==> config.mk <==
export PLATFORM = sky130hd
export DESIGN_NAME = div_unit
export DESIGN_NICKNAME = d
export VERILOG_FILES = /design/src/rtl/div_unit.sv
export SDC_FILE = /design/constraint.sdc
export NUM_CORES = 1
export LEC_CHECK = 0
export BUFFER_PORTS_ARGS = -buffer_cell sky130_fd_sc_hd__buf_2
export CAP_MARGIN = 20
export CORE_AREA = 2 2 172 174
export CTS_BUF_LIST = sky130_fd_sc_hd__clkbuf_16
export DETAILED_ROUTE_END_ITERATION = 10
export DIE_AREA = 0 0 174 176
export GPL_ROUTABILITY_DRIVEN = 1
export SKIP_CTS_REPAIR_TIMING = 1
export SLEW_MARGIN = 20
export SYNTH_ARGS = -nofsm -noshare
export SYNTH_HDL_FRONTEND = slang
export SYNTH_SLANG_ARGS = --single-unit
==> constraint.sdc <==
create_clock -name clk -period 14.7 [get_ports clk]
set_clock_uncertainty 0.2 [all_clocks]
set_input_delay 0.735 -clock clk [delete_from_list [all_inputs] [get_ports clk]]
set_output_delay 0.735 -clock clk [all_outputs]
set_load 0.02 [all_outputs]
==> src/rtl/div_unit.sv <==
// div_unit: iterative 32-bit integer divider for RV32M DIV/DIVU/REM/REMU.
// The quotient and remainder come from restoring radix-2 division, one bit
// per cycle. Division by zero and signed overflow finish one cycle after the
// request is latched.

`ifndef DIV_OP_WIDTH
`define DIV_OP_WIDTH 2
`endif
`ifndef DIV_OP_DIV
`define DIV_OP_DIV  2'b00
`endif
`ifndef DIV_OP_DIVU
`define DIV_OP_DIVU 2'b01
`endif
`ifndef DIV_OP_REM
`define DIV_OP_REM  2'b10
`endif
`ifndef DIV_OP_REMU
`define DIV_OP_REMU 2'b11
`endif

module div_unit (
  input  logic                     clk,
  input  logic                     resetn,
  input  logic                     div_valid,
  output logic                     div_ready,
  input  logic [`DIV_OP_WIDTH-1:0] DIVop,
  input  logic [31:0]              divident,
  input  logic [31:0]              divisor,
  output logic [31:0]              div_result
);

  typedef enum logic [1:0] {IDLE, CALC, DONE} state_t;

  state_t state, state_nxt;

  logic [`DIV_OP_WIDTH-1:0] op_q;
  logic [31:0] quo_q;      // holds |dividend| and shifts in quotient bits
  logic [31:0] dvs_q;      // |divisor|
  logic [32:0] rem_q;      // partial remainder
  logic [5:0]  cnt_q;
  logic        q_neg_q;
  logic        r_neg_q;

  // Incoming request decode, used only in the latch cycle
  logic        in_signed, in_rem_op, in_dvd_neg, in_dvs_neg;
  logic        in_zero, in_ovf, in_special;
  logic [31:0] in_dvd_abs, in_dvs_abs, special_res;

  // One restoring iteration and final sign fix-up
  logic        rem_op_q, q_bit;
  logic [32:0] rem_shift, trial, rem_next;
  logic [31:0] quo_next, q_fin, r_fin, calc_res;

  // Operand decode: signs, magnitudes and the two early-exit cases
  always_comb begin
    in_signed   = (DIVop == `DIV_OP_DIV) || (DIVop == `DIV_OP_REM);
    in_rem_op   = (DIVop == `DIV_OP_REM) || (DIVop == `DIV_OP_REMU);
    in_dvd_neg  = in_signed & divident[31];
    in_dvs_neg  = in_signed & divisor[31];
    in_dvd_abs  = in_dvd_neg ? (32'd0 - divident) : divident;
    in_dvs_abs  = in_dvs_neg ? (32'd0 - divisor) : divisor;
    in_zero     = (divisor == '0);
    in_ovf      = in_signed && (divident == 32'h8000_0000) && (divisor == '1);
    in_special  = in_zero | in_ovf;
    if (in_zero)
      special_res = in_rem_op ? divident : '1;
    else
      special_res = in_rem_op ? '0 : 32'h8000_0000;
  end

  // Restoring step: shift in next dividend bit, subtract if it fits
  always_comb begin
    rem_op_q  = (op_q == `DIV_OP_REM) || (op_q == `DIV_OP_REMU);
    rem_shift = {rem_q[31:0], quo_q[31]};
    trial     = rem_shift - {1'b0, dvs_q};
    q_bit     = ~trial[32];
    rem_next  = q_bit ? trial : rem_shift;
    quo_next  = {quo_q[30:0], q_bit};
    q_fin     = q_neg_q ? (32'd0 - quo_next) : quo_next;
    r_fin     = r_neg_q ? (32'd0 - rem_next[31:0]) : rem_next[31:0];
    calc_res  = rem_op_q ? r_fin : q_fin;
  end

  // Next-state logic; div_ready decodes straight from the state register
  always_comb begin
    state_nxt = state;
    div_ready = 1'b0;
    unique case (state)
      IDLE: if (div_valid) state_nxt = in_special ? DONE : CALC;
      CALC: begin
        if (!div_valid)
          state_nxt = IDLE;
        else if (cnt_q == 6'd31)
          state_nxt = DONE;
      end
      DONE: begin
        div_ready = 1'b1;
        state_nxt = IDLE;
      end
      default: state_nxt = IDLE;
    endcase
  end

  // State, operand latches, iteration datapath and result register
  always_ff @(posedge clk) begin
    if (!resetn) begin
      state      <= IDLE;
      op_q       <= '0;
      quo_q      <= '0;
      dvs_q      <= '0;
      rem_q      <= '0;
      cnt_q      <= '0;
      q_neg_q    <= 1'b0;
      r_neg_q    <= 1'b0;
      div_result <= '0;
    end else begin
      state <= state_nxt;
      unique case (state)
        IDLE: begin
          if (div_valid) begin
            op_q    <= DIVop;
            quo_q   <= in_dvd_abs;
            dvs_q   <= in_dvs_abs;
            rem_q   <= '0;
            cnt_q   <= '0;
            q_neg_q <= in_dvd_neg ^ in_dvs_neg;
            r_neg_q <= in_dvd_neg;
            if (in_special)
              div_result <= special_res;
          end
        end
        CALC: begin
          if (div_valid) begin
            quo_q <= quo_next;
            rem_q <= rem_next;
            cnt_q <= cnt_q + 6'd1;
            // Result is registered on the final iteration so it is
            // already valid during the DONE cycle.
            if (cnt_q == 6'd31)
              div_result <= calc_res;
          end
        end
        default: ;
      endcase
    end
  end

endmodule

### Word level (Yosys, flattened, before mapping)

Index checks and enable logic that the tools add are counted.

* input bits: 69
* register bits: 140

* equal/unequal tests: 14
* multiplexer cells: 29
* reductions and logical operators: 13
* bitwise gates (word level): 5
* add/sub/neg operators: 6

Operators with widths (count)
* $mux 32: 17
* $pmux 32 s2: 3
* $sub 1x32->32 const A: 4
* $eq 32x32->1 const B: 2
* $sub 33x32->33: 1
* $logic_not 32->1: 1
* $mux 6: 2
* $pmux 6 s2: 1
* $eq 2x2->1 const B: 5
* $mux 2: 4
* $ne 2x2->1 const B: 4
* $add 6x1->6 const B: 1
* $eq 6x5->1 const B: 1
* $reduce_and 5->1: 1
* $logic_not 2->1: 2
* $pmux 2 s2: 1
* $reduce_and 2->1: 2
* $logic_or 1x1->1: 3
* $ne 3x3->1 const B: 1
* $reduce_and 3->1: 1
* $and 1x1->1: 2
* $eq 2x1->1 const B: 1
* $logic_and 1x1->1: 2
* $reduce_bool 2->1: 1
* other kinds (4): 4

### Longest topological paths before layout

Gate-level depths: netlist (run 1).

* depth after elaboration: 8
* depth in mapped cells: 23

### Worst setup path after synthesis (run 1)

OpenSTA, ideal clock, no wires.

* path type: register to register
* start: register quo_q[31]
* end: register div_result[26]
* slack: 9.852 ns
* setup time: 0.123 ns
* buffers on the path: 3
* required time: 14.377 ns
* cell stages (with the launch flop): 24
* arrival: 4.525 ns
* path through: dfxtp_1 inv_1 ha_1 fa_1 nand2b_1 a21o_1 a211o_1 a211oi_4 o21a_2 nor2_8 inv_4 buf_4 buf_2 ha_1 nand3_1 or2_2 or4_1 clkbuf_1 o31ai_1 xnor2_1 a21o_1 o211a_1 a21oi_1 o21ai_0

* cells in the longest elaborated chain, start to end: 8
* elaborated cells between the ends (all ways): 11
* classes of those cells: 3 x add/sub; 7 x mux; 1 x bitwise

Ends and longest elaborated chain
* start, declared: RTL line 38 `logic [31:0] quo_q;`
* start signal, assigned: RTL line 123 `quo_q <= in_dvd_abs;`
* start signal, assigned: RTL line 135 `quo_q <= quo_next;`
* $sub 33x32->33: RTL line 76 `trial = rem_shift - {1'b0, dvs_q};`
* $mux 32 / $not 1->1 (equally long branches): RTL line 78, 77
* $sub 1x32->32, on equally long branches: RTL line 81, 80
* $mux 32, on equally long branches: RTL line 81, 80
* $mux 32 *: RTL line 82 `calc_res = rem_op_q ? r_fin : q_fin;`
* $mux 32 *: RTL line 140 `if (cnt_q == 6'd31)`
* $mux 32 *: RTL line 134 `if (div_valid) begin`
* $pmux 32 s2 *: RTL line 119 `unique case (state)`
* end signal, assigned: RTL line 130 `div_result <= special_res;`
* end signal, assigned: RTL line 141 `div_result <= calc_res;`
* end, declared: RTL line 30 `output logic [31:0] div_result`

Every way passes the cells marked *; elsewhere a longest branch is shown, timed or not. The select of a mux whose other input is x is not followed.
A chain may end at the register's enable or synchronous reset.

### Worst setup path in the final report (run 1)

* start: register quo_q[31]
* end: register div_result[24]

The elaborated chain is that of the path after synthesis.

==> impl_metrics.ini, run 1 <==
[floorplan]
rows = 62
coreArea_um2 = 28500
fp.dieH_um = 176
die_x_um = 174
die-area_um2 = 30600
initial_core_util = 0.397
ios = 102

[yosys]
ys_warn_count = 0
ys_async_sr_fraction = 0
synth_edf_count = 0
synth.distinct_cells = 85
syn_area_um2 = 11300
synth_cells = 1511
ys_ff_latch = 139
syn_avg_cell_area_um2 = 7.50
mappedNetlistNets = 1619
ys_seq_area_frac = 0.245
synth-main-ff-cell = dfxtp_1

[job]
drv_cap = 0

[global_routing]
grtUsageTotal = 0.251
grt_max_degree = 67
grt_pass1_vias = 11133
antenna_found_initial = 2
grt_overflow = 0
grt_pass1_wl_mm = 61.5

[pwr]
powerDensity_nw_per_um2 = 86.9
vdd_drop_max_mv = 0.0663
p_leak_nw = 5.11

[detailed_routing]
antenna_left = 0
routedWlPerCell_um = 19.6
wirelength_mm = 38.4
dr_total_vias = 11648
via_per_inst = 5.96
drt-pass1-iter-count = 6
drcViolationCount = 0
drtIter0Drc = 1114

[critical_path]
cpPeakStageDelay_ps = 570
reg2reg_slack_ps = 9080
r2r-start = quo_q[31]
start_kind = register
cp_data_required_time_ps = 14820
worst-path-buf-inv = 2
cp_cell_sequence = inv_1 -> ha_1 -> fa_1 -> nand2b_1 -> a21o_1 -> a211o_1 -> a211oi_4 -> o21a_2 -> nor2_8 -> inv_4 -> ha_1 -> nand3_1 -> or2_2 -> or4_1 -> o21ai_0 -> xnor2_1 -> o21ai_0 -> o31ai_1 -> o31ai_1 -> a22o_1
cp-end-kind = register
critPathCapture = div_result[24]
worstPathMaxFanout = 44
ff2ff_path_depth = 20
critPathKind = register to register
crit_arrival_ps = 5740
crit_start = quo_q[31]
critPathTopFamily = compound AO/OA/AOI/OAI gates
reg2reg_to = div_result[24]
crit_cells = 20
crit_slowest_cell = or4_1

[layout]
final_common_cell = nand2_1
fin_util = 0.445
antenna_cells = 0
drive_above_1_share = 0.118
fin_nets = 1667
final_cell_mix = nand2_1 (194), dfxtp_1 (139), o21ai_0 (119)
syn2layout_area_growth_pct = 12.1

[placement]
dp_hpwl_mm = 28.4
io_buffers = 101
place_ws_ps = 9170
place.gp.congestion = 0.919

[clock_tree]
clock_latency_ps = 430
cts_buffers = 17
cts_tree = done
clkSinkCount = 139
h-tree-depth = 4
clkTransAtPathRegs_ps = 70
clockBufferDepth = 2
cts_root_buf = clkbuf_16

[timing]
tns_ps = 0
rsz0062_at_grt = false
worst_slew_pin_slew_ps = 1100
hold_violations = 0
fin_crit_sh = 0.382
max_slew_margin = 0.263
period_needed_ps = 5620
fmax_ghz = 0.178
drv_slew = 0
setup_viol = 0
timing.final.ws_setup_ps = 9080

[outcome]
outcome = finished clean

[min_path]
hold_path.class = register to register
## tightest hold or removal path: stages, from the launching register on
cell and delay, ps:
dfxtp_1 320, nand2_1 50, o21ai_0 50
## power by group
group	switching [mW]	total (mW)	leakage (nW)	internal (mW)
Clock	0.199	0.471	0.300	0.272
Sequential	0.0152	0.406	1.13	0.391
Combinational	0.146	0.229	3.68	0.0824
Total	0.360	1.11	5.11	0.745
## cell families (layout without fill, tap and decap cells)
family / count (synthesis) / in the layout / synth area share
xor gates and xnor gates: 126 / 126 / 0.0973
buffers and inverters: 156 / 217 / 0.0548
and+or+nand+nor: 523 / 523 / 0.227
muxes: 34 / 34 / 0.0310
AOI/OAI and AO/OA: 494 / 494 / 0.301
DFF: 139 / 139 / 0.245
adders and majority gates: 39 / 39 / 0.0437
## flip-flops by register name (all words and copies together) (netlist names)
signal,count
cnt_q,6
div_result,32
dvs_q,32
op_q,1
q_neg_q,1
quo_q,32
r_neg_q,1
rem_q,32
state,2
## synthesized netlist by cell type (5+ instances only)
| master | count | area share |
|---|---|---|
| nand2_1 | 194 | 0.064 |
| dfxtp_1 | 139 | 0.25 |
| o21ai_0 | 119 | 0.053 |
| nor2_1 | 91 | 0.030 |
| a21oi_1 | 81 | 0.036 |
| xnor2_1 | 76 | 0.059 |
| clkbuf_1 | 72 | 0.024 |
| inv_1 | 65 | 0.022 |
| xor2_1 | 50 | 0.039 |
| o221ai_1 | 40 | 0.031 |
| ha_1 | 38 | 0.042 |
| a21boi_0 | 37 | 0.024 |
| nor3_1 | 36 | 0.016 |
| and2_1 | 35 | 0.019 |
| o31ai_1 | 30 | 0.020 |
| o211a_1 | 29 | 0.026 |
| mux2i_1 | 28 | 0.025 |
| nor2b_1 | 28 | 0.015 |
| nand3_1 | 27 | 0.012 |
| or3_1 | 27 | 0.015 |
| o211ai_1 | 25 | 0.017 |
| nor4_1 | 19 | 0.010 |
| a31oi_1 | 16 | 0.0088 |
| a21o_1 | 15 | 0.0099 |
| a22oi_1 | 14 | 0.0093 |
| nand4_1 | 13 | 0.0072 |
| o41ai_1 | 12 | 0.0093 |
| buf_2 | 9 | 0.0040 |
| o21a_1 | 9 | 0.0060 |
| a211oi_1 | 8 | 0.0053 |
| and3_1 | 8 | 0.0044 |
| nand2b_1 | 8 | 0.0044 |
| or4_1 | 8 | 0.0053 |
| o22ai_1 | 6 | 0.0033 |
| a211o_1 | 5 | 0.0039 |
| mux2_2 | 5 | 0.0050 |
| o21ai_1 | 5 | 0.0022 |
| or2_2 | 5 | 0.0028 |
## worst min path at each step
| stage | startpoint | to | slack [ps] | cells past startpoint |
|---|---|---|---|---|
| after global placement | div_result[4] | div_result[4] | 240 | 2 |
| after floorplan | dvs_q[31] | dvs_q[31] | 240 | 2 |
| after detailed placement | div_result[4] | div_result[4] | 240 | 2 |
| after global routing | div_result[15] | div_result[15] | 280 | 2 |
| final | div_result[4] | div_result[4] | 260 | 2 |
| after CTS | div_result[15] | div_result[15] | 260 | 2 |
## routing by layer
metal  wire, um  vias to the layer above  GRT usage
li1           -                     5629          -
met4        970                        4     0.0844
met5         27                        -          0
met2      17600                      424      0.404
met3       2480                       66     0.0338
met1      17200                     5525      0.347
## stage by stage
step / hold WS, ps / instances / power, mW / cell area (um2)
finish: 255 / 1956 / 1.11 / 12700
floorplan: 241 / 1511 / 0.566 / 11300
global route: 277 / 1956 / 1.15 / 12700
global placement: 237 / 1924 / 0.638 / 12100
detailed placement: 243 / 1924 / 0.639 / 12100
CTS: 260 / 1956 / 1.11 / 12700
## layout make-up
type                       count  area, um2
multi-input combinational   1216       7950
sequential                   139       2780
clock buffer                  17        425
fill                        2974      15800
inverter                      67        254
timing repair buffer         118        633
tap                          384        480
clock inverter                15        189
Power figures use the tool's default switching activity.
==> run 2: changes to the inputs <==
- ABC_AREA: default -> 1
- CORE_AREA: 2 2 172 174 -> 2 2 179 181
- DIE_AREA: 0 0 174 176 -> 0 0 181 183
- clock period: 14.7 -> 5.9 ns (I/O delays scaled with it)
==> impl_metrics.ini, run 2 <==
[critical_path]
start_kind = register
worst-path-buf-inv = 2
crit_slowest_cell = fa_1
ff2ff_path_depth = 30
crit_top_cell = nand2_1
cpPeakStageDelay_ps = 410
reg2reg_to = div_result[30]
cp-end-kind = register
worstPathMaxFanout = 4
crit_start = quo_q[31]
reg2reg_slack_ps = 1260
critPathTopFamily = simple AND/OR/NAND/NOR gates
critPathKind = register to register
cp_data_required_time_ps = 6060
r2r-start = quo_q[31]
crit_arrival_ps = 4800

[yosys]
yosys-mux-area-fraction = 0
syn_area_um2 = 12300
mappedNetlistNets = 2226
syn_avg_cell_area_um2 = 5.83
synth-compound-area-share = 0.198
ys_ff_latch = 139
synth_xor_area_frac = 0.0433
synth_edf_count = 0
synth.distinct_cells = 49
yosysMostFrequentCell = nand2_1
synthTopCellsByCount = nand2_1 (610), inv_1 (260), a21oi_1 (210)
ys_seq_area_frac = 0.226
ys_warn_count = 0
synth-main-ff-cell = dfxtp_1
synthTopCellsByArea = dfxtp_1 (23%), nand2_1 (19%), a21oi_1 (8.5%), inv_1 (7.9%), nor2_1 (6.1%)
ys_async_sr_fraction = 0
synth.top_cell.area_share = 0.226
synthAdderAreaFrac = 0.0402
synth_cells = 2118
synth-simple-area-share = 0.378
synth_area_leader_cell = dfxtp_1
synth_top_family_by_area = simple AND/OR/NAND/NOR gates

[placement]
place_ws_ps = 1320
dpl_cell_area_um2 = 13100
dp_cells = 2558
io_buffers = 101
dp_hpwl_mm = 35.1
place.gp.congestion = 0.983

[layout]
fin_nets = 2286
final_cell_mix = nand2_1 (610), inv_1 (260), a21oi_1 (210)
fin_util = 0.437
antenna_cells = 0
seq_area_um2 = 2780
syn2layout_area_growth_pct = 10.7
drive_above_1_share = 0.105
fin_area_um2 = 13700
multi_input_area_um2 = 8140
final_cells = 2593
fillers = 3478
final_common_cell = nand2_1

[global_routing]
grt_overflow = 0
grt_max_degree = 82
grt_busiest_layer = met2
use_met3 = 0.0534
antenna_found_initial = 0
grt_pass1_vias = 12846
grt_use_met1 = 0.373
grt_pass1_wl_mm = 70.3
use_met2 = 0.424
grtUsageTotal = 0.271

[detailed_routing]
via_per_inst = 5.39
dr_total_vias = 13967
drtIter0Drc = 1281
drcViolationCount = 0
wirelength_mm = 44.9
antenna_left = 0
routedWlPerCell_um = 17.3
drt-pass1-iter-count = 5

[floorplan]
die-area_um2 = 33100
initial_core_util = 0.395
rows = 65
coreArea_um2 = 31200
ios = 102
die_x_um = 181
fp.dieH_um = 183

[timing]
setup_viol = 0
rsz0062_at_grt = false
fmax_ghz = 0.215
period_needed_ps = 4640
timing.final.ws_setup_ps = 1260
fin_crit_sh = 0.787
worst_slew_pin_slew_ps = 1080
hold_violations = 2
drv_slew = 0
max_slew_margin = 0.282
timing.hold.ws_ps = -42.7
tns_ps = 0

[pwr]
powerDensity_nw_per_um2 = 212
finalPower_mw = 2.90
p_leak_nw = 6.61
vdd_drop_max_mv = 0.152

[outcome]
violations = negative hold slack
outcome = finished, violations left

[clock_tree]
clockBufferDepth = 2
cts_buffers = 17
cts_root_buf = clkbuf_16
h-tree-depth = 4
clkSinkCount = 139
clkTransAtPathRegs_ps = 60
clock_latency_ps = 440
cts_tree = done

[min_path]
hold_end = dvs_q[31]
hold_path.class = input port to register
min_path_cells = 3
min_from = divisor[31]

[job]
drv_cap = 0
[run 2: changes by cell type in the layout (fill, tap and decap cells not counted), sizes merged, moves of 27 or more]
| cell | change |
|---|---|
| a21boi | -36 |
| a21oi | +130 |
| and2 | -35 |
| inv | +199 |
| mux2i | -28 |
| nand2 | +451 |
| nand3 | +102 |
| nor2 | +125 |
| nor2b | -28 |
| o211a | -28 |
| o21ai | +30 |
| or3 | -27 |
| xnor2 | -56 |
[run 2: layer usage]
layer | share of wire | vias to the layer above
met4 | 0.029 | 0
met5 | 0 | -
met3 | 0.078 | 59
li1 | - | 7018
met2 | 0.43 | 505
met1 | 0.46 | 6385
[run 2: how the worst max path moves through the flow]
stage	endpoint	slack (ps)	cells after the start
final	div_result[30]	1260	30
after global placement	div_result[30]	1380	30
after floorplan	div_result[30]	1650	32
after detailed placement	div_result[30]	1320	30
after CTS	div_result[30]	1290	30
after global routing	div_result[30]	650	30
[run 2: cell families after synthesis]
kind of cell	after synthesis
flops	139
xor+xnor	61
compound gates	442
simple gates	1088
buf+inv	349
fa+ha+maj	39
[run 2: area by class of cell]
class	instances	share of cell area
multi-input combinational	1630	0.596
sequential	139	0.204
inverter	269	0.0739
timing repair buffer	121	0.0486
tap	402	0.0368
clock buffer	17	0.0311
clock inverter	15	0.00980
[run 2: report_power, final]
part           internal [mW]  leakage (nW)  switching, mW
sequential             0.989          1.14         0.0480
combinational          0.242          5.21          0.564
clock                  0.553         0.263          0.499
[run 2: tightest hold or removal path, delay by kind of cell]
| family | cells | cell delay [ps] |
|---|---|---|
| AO/OA/AOI/OAI | 1 | 70 |
| buffers and inverters | 1 | 120 |
| AND/OR/NAND/NOR | 1 | 80 |
